## src/rtl/tree_sum_accumulator.sv

```systemverilog
// tree_sum_accumulator
// Collects NUM_CHUNKS consecutive partial sums from the 8-input tree adder,
// adds a bias sampled on the first beat, then applies optional ReLU and
// saturation to WIDTH before presenting the result on a valid/ready handshake.
//
// Ports:
//   clk          rising-edge clock
//   rst_n        asynchronous active-low reset
//   en           global enable; 0 freezes every register
//   clr          synchronous clear (effective only with en=1)
//   in_valid     partial sum present on in_data
//   in_data      signed partial sum
//   bias_in      signed bias, captured on the first beat of a vector
//   in_ready     block can accept a beat (decoded from state)
//   out_valid    result valid
//   out_ready    downstream accepts result
//   out_data     signed saturated result
//   err_overrun  sticky: beat offered while in_ready=0
module tree_sum_accumulator #(
  parameter int WIDTH      = 16,
  parameter int NUM_CHUNKS = 4,
  parameter int RELU_EN    = 1,
  parameter int ACC_WIDTH  = WIDTH + $clog2(NUM_CHUNKS + 1) + 1
) (
  input  logic             clk,
  input  logic             rst_n,
  input  logic             en,
  input  logic             clr,
  input  logic             in_valid,
  input  logic [WIDTH-1:0] in_data,
  input  logic [WIDTH-1:0] bias_in,
  output logic             in_ready,
  output logic             out_valid,
  input  logic             out_ready,
  output logic [WIDTH-1:0] out_data,
  output logic             err_overrun
);

  localparam int CNT_W = (NUM_CHUNKS < 2) ? 1 : $clog2(NUM_CHUNKS + 1);
  localparam int EXT_W = ACC_WIDTH - WIDTH;

  // Saturation bounds expressed at accumulator width.
  localparam logic signed [ACC_WIDTH-1:0] SAT_MAX =
    {{(EXT_W + 1){1'b0}}, {(WIDTH - 1){1'b1}}};
  localparam logic signed [ACC_WIDTH-1:0] SAT_MIN =
    {{(EXT_W + 1){1'b1}}, {(WIDTH - 1){1'b0}}};

  typedef enum logic [1:0] {
    IDLE  = 2'd0,
    ACCUM = 2'd1,
    SAT   = 2'd2,
    OUT   = 2'd3
  } state_t;

  state_t                        r_state, w_state_nxt;
  logic signed [ACC_WIDTH-1:0]   r_acc, w_acc_nxt;
  logic        [CNT_W-1:0]       r_count, w_cnt_nxt;
  logic        [WIDTH-1:0]       r_out_data, w_out_data_nxt;
  logic                          r_out_valid, w_out_valid_nxt;
  logic                          r_err, w_err_nxt;

  logic signed [ACC_WIDTH-1:0]   w_in_ext, w_bias_ext, w_v;
  logic        [CNT_W-1:0]       w_cnt_inc;
  logic        [WIDTH-1:0]       w_sat;
  logic                          w_in_ready;

  assign w_in_ext   = {{EXT_W{in_data[WIDTH-1]}}, in_data};
  assign w_bias_ext = {{EXT_W{bias_in[WIDTH-1]}}, bias_in};
  assign w_cnt_inc  = r_count + CNT_W'(1);
  assign w_in_ready = (r_state == IDLE) || (r_state == ACCUM);

  // ReLU first, then clamp to the output range.
  always_comb begin
    w_v = r_acc;
    if ((RELU_EN != 0) && r_acc[ACC_WIDTH-1]) w_v = '0;
    if (w_v > SAT_MAX)      w_sat = SAT_MAX[WIDTH-1:0];
    else if (w_v < SAT_MIN) w_sat = SAT_MIN[WIDTH-1:0];
    else                    w_sat = w_v[WIDTH-1:0];
  end

  // Next-state / datapath. Everything here is applied only when en=1.
  always_comb begin
    w_state_nxt     = r_state;
    w_acc_nxt       = r_acc;
    w_cnt_nxt       = r_count;
    w_out_data_nxt  = r_out_data;
    w_out_valid_nxt = r_out_valid;
    w_err_nxt       = r_err | (in_valid & ~w_in_ready);
    case (r_state)
      IDLE: begin
        if (in_valid) begin
          w_acc_nxt   = w_bias_ext + w_in_ext;
          w_cnt_nxt   = CNT_W'(1);
          w_state_nxt = (NUM_CHUNKS == 1) ? SAT : ACCUM;
        end
      end
      ACCUM: begin
        if (in_valid) begin
          w_acc_nxt = r_acc + w_in_ext;
          w_cnt_nxt = w_cnt_inc;
          if (w_cnt_inc == CNT_W'(NUM_CHUNKS)) w_state_nxt = SAT;
        end
      end
      SAT: begin
        w_out_data_nxt  = w_sat;
        w_out_valid_nxt = 1'b1;
        w_state_nxt     = OUT;
      end
      OUT: begin
        if (out_ready) begin
          w_out_valid_nxt = 1'b0;
          w_acc_nxt       = '0;
          w_cnt_nxt       = '0;
          w_state_nxt     = IDLE;
        end
      end
      default: w_state_nxt = IDLE;
    endcase
  end

  always_ff @(posedge clk or negedge rst_n) begin
    if (!rst_n) begin
      r_state     <= IDLE;
      r_acc       <= '0;
      r_count     <= '0;
      r_out_data  <= '0;
      r_out_valid <= 1'b0;
      r_err       <= 1'b0;
    end else if (en) begin
      if (clr) begin
        r_state     <= IDLE;
        r_acc       <= '0;
        r_count     <= '0;
        r_out_data  <= '0;
        r_out_valid <= 1'b0;
        r_err       <= 1'b0;
      end else begin
        r_state     <= w_state_nxt;
        r_acc       <= w_acc_nxt;
        r_count     <= w_cnt_nxt;
        r_out_data  <= w_out_data_nxt;
        r_out_valid <= w_out_valid_nxt;
        r_err       <= w_err_nxt;
      end
    end
  end

  assign in_ready    = w_in_ready;
  assign out_valid   = r_out_valid;
  assign out_data    = r_out_data;
  assign err_overrun = r_err;

endmodule

```

## config.mk

```make
export PLATFORM = sky130hd
export DESIGN_NAME = tree_sum_accumulator
export DESIGN_NICKNAME = d
export VERILOG_FILES = /design/src/rtl/tree_sum_accumulator.sv
export SDC_FILE = /design/constraint.sdc
export NUM_CORES = 1
export LEC_CHECK = 0
export BUFFER_PORTS_ARGS = -buffer_cell sky130_fd_sc_hd__buf_2
export CAP_MARGIN = 10
export CORE_UTILIZATION = 58
export CTS_CLUSTER_DIAMETER = 50
export DETAILED_ROUTE_END_ITERATION = 8
export PLACE_DENSITY_LB_ADDON = 0.12
export SYNTH_ARGS = -nofsm -noshare
export SYNTH_HDL_FRONTEND = slang
export SYNTH_SLANG_ARGS = --single-unit
```

## constraint.sdc

```tcl
create_clock -name clk -period 3.28 [get_ports clk]
set_input_delay 0 -clock clk [delete_from_list [all_inputs] [get_ports clk]]
set_output_delay 0 -clock clk [all_outputs]
set_load 0.005 [all_outputs]
```

==> out/qor.yml <==
run_status:
  status: "completed"
clock_network:
  post_cts_buffers: 0
  insertion_delay_ps: 290
  clock_sinks: 43
  path_clk_slew_ps: 80
  clockRootBuffer: "clkbuf_8"
  numCtsBuffers: 5
  clk_path_buf_depth: 2
  hold_buffers: 1
  cts_resized: 0
  htree_levels: 2
  cts_tree: "done"
sta:
  fin_crit_sh_pct: 79.3
  slew_headroom_pct: 33.5
  fin_setup_tns_ps: 0
  fmax_mhz: 384
  rsz0062_at_grt: "no"
  tightest_slew_ps: 997
  hold_violations: 0
  clock-skew-final_ps: 5.58
  finalMaxSlewViolations: 0
  finalSetupViolCount: 0
  post-route-min-period_ps: 2600
grt:
  gr-total-overflow: 0
  grt_first_pass_wirelength_um: 15500
  grtUsageTotal_pct: 30.2
  grt_pass1_vias: 3247
  antenna_found_initial: 0
  grt_start_max_net_pins: 44
drt:
  vias: 3545
  ant_nets: 0
  drt_first_iter_violations: 264
  drc: 0
  first_pass_iters: 4
  routed_via_density: 6.14
  wl_per_cell_um: 16.5
  drt-total-wl_um: 9520
power:
  finalPower_mw: 2.99
  ir_worst_vdd_mv: 0.403
  powerDensity_nw_per_um2: 713
  p_leak_nw: 2.11
setup_path:
  max_stage_delay_ps: 440
  arrival_ps: 2790
  crit_family: "compound AO/OA/AOI/OAI gates"
  crit_slowest_cell: "fa_1"
  cp_max_fo: 3
  path_cells: "ha_1, fa_1, a211oi_1, nor2_1, nor3_1, o41ai_2, a211oi_2, xnor2_1, a221o_1"
  path_class: "reg2reg"
  worst_setup_path_end_kind: "flip-flop"
  cp-start-kind: "flip-flop"
  crit_required_ps: 3470
  cp.buffers_inverters: 0
placed_design:
  gp_congestion: 0.941
  port_buffers: 56
  dp_hpwl_um: 7420
yosys:
  ys_warn_count: 0
  yosys.area.top_type: "dfrtp_1"
  ys_seq_area_share_pct: 28.7
  synth_cell_types: 62
  synth.area.top_cells: "dfrtp_1 (29%), ha_1 (14%), nand2_1 (6.1%)"
  yosys.area.top_type_share_pct: 28.7
  ys.flop_type: "dfrtp_1"
  synth_edf_count: 0
  syn_inst: 448
  syn_area_per_cell_um2: 8.38
  synth-seq-cells: 43
  netlist_area_um2: 3750
  syn-num-nets: 530
  async_flop_share_pct: 100
hold_path:
  hold_class: "in2reg"
die:
  dieArea_um2: 6800
  die_h_um: 82.4
  die_w_um: 82.4
  io_pins: 57
  rows: 28
  core_um2: 6100
  initial_core_util_pct: 61.6
cells_and_area:
  fin_nets: 583
  drive_above_1_share_pct: 15.9
  area_growth_pct: 11.8
  final_common_cell: "nand2_1"
  antenna_cells: 0
  final_cell_mix: "nand2_1 (61), buf_2 (56), dfrtp_1 (43)"
  fill_cells: 543
run:
  maxCapViolations: 0
-- worst register-to-register path: cells and delay by family (launching register included) --
| kind | cells | cell delay, ps |
|---|---|---|
| and+or+nand+nor | 2 | 380 |
| adders and majority gates | 2 | 670 |
| DFF | 1 | 400 |
| xor gates and xnor gates | 1 | 80 |
| AOI/OAI and AO/OA | 4 | 960 |
-- stage by stage --
step                      cells  cell area (um^2)  hold WS, ps  util (%)  setup slack [ps]
after floorplan             448              3750         -296         -               925
after global routing        577              4200         40.9      68.8               515
final                       577              4200         11.3      68.8               679
after detailed placement    568              4100          207      67.3               731
after CTS                   577              4200         7.34      68.8               714
after global placement      568              4100          200      67.3               807
-- power by group --
| group | switching (mW) | internal, mW | total, mW |
|---|---|---|---|
| Sequential | 0.183 | 0.734 | 0.917 |
| Clock | 0.188 | 0.149 | 0.337 |
| Combinational | 1.00 | 0.732 | 1.74 |
| Total | 1.37 | 1.62 | 2.99 |
-- flip-flops by register name (all words and copies together), names as in the netlist --
signal       flops
out_data        16
r_state          2
out_valid        1
err_overrun      1
r_acc           20
r_count          3
-- synth_stat cells (4+ instances only) --
library cell,number
mux2i_1,4
nor2_1,34
nand3_1,8
a221o_1,6
o21ai_0,41
a31oi_1,7
a211oi_1,7
a22oi_1,4
a21o_1,9
o21a_1,8
a21oi_1,30
o21bai_1,5
o21ai_1,9
inv_1,19
o31ai_1,5
nand2b_1,7
ha_1,42
dfrtp_1,43
xor2_1,13
nand2_1,61
nor3_1,7
clkbuf_1,13
xnor2_1,13
-- layout make-up --
class / instances / area, um^2 / share of cell area (%)
well taps: 75 / 93.8 / 2.24
clock buffers: 6 / 72.6 / 1.73
inverters: 19 / 71.3 / 1.70
clock inverters: 2 / 12.5 / 0.298
repair buffers: 62 / 328 / 7.81
flip-flops and latches: 43 / 1080 / 25.6
multi-input cells: 370 / 2540 / 60.6
-- path summary, 6_finish.rpt --
| check | startpoint | to | slack, ps | cells after the start |
|---|---|---|---|---|
| max | r_acc[0] | r_acc[18] | 680 | 9 |
| min | en | err_overrun | 10 | 2 |
| max reg2reg | r_acc[0] | r_acc[18] | 680 | 9 |
| min reg2reg | out_data[13] | out_data[13] | 460 | 2 |
| max in group asynchronous | rst_n | out_data[8] | 2260 | 2 |
| min in group asynchronous | rst_n | r_acc[10] | 410 | 2 |
-- routing by layer --
| layer | routed length [um] | global-route usage [%] | vias up |
|---|---|---|---|
| li1 | - | - | 1750 |
| met1 | 4270 | 40.3 | 1664 |
| met3 | 660 | 4.73 | 19 |
| met2 | 4410 | 50.0 | 112 |
| met4 | 181 | 9.30 | 0 |
| met5 | 0 | 0 | - |
-- logic make-up (layout without fill, tap and decap cells) --
group	after synthesis	in the layout	synth area share [%]
XOR/XNOR	26	26	6.07
flip-flops	43	43	28.7
AO/OA/AOI/OAI	162	162	29.6
adder cells (fa/ha/maj)	44	44	15.1
AND/OR/NAND/NOR	134	134	15.9
multiplexers	4	4	1.07
buffers and inverters	35	89	3.60
(Power assumes the default switching activity.)
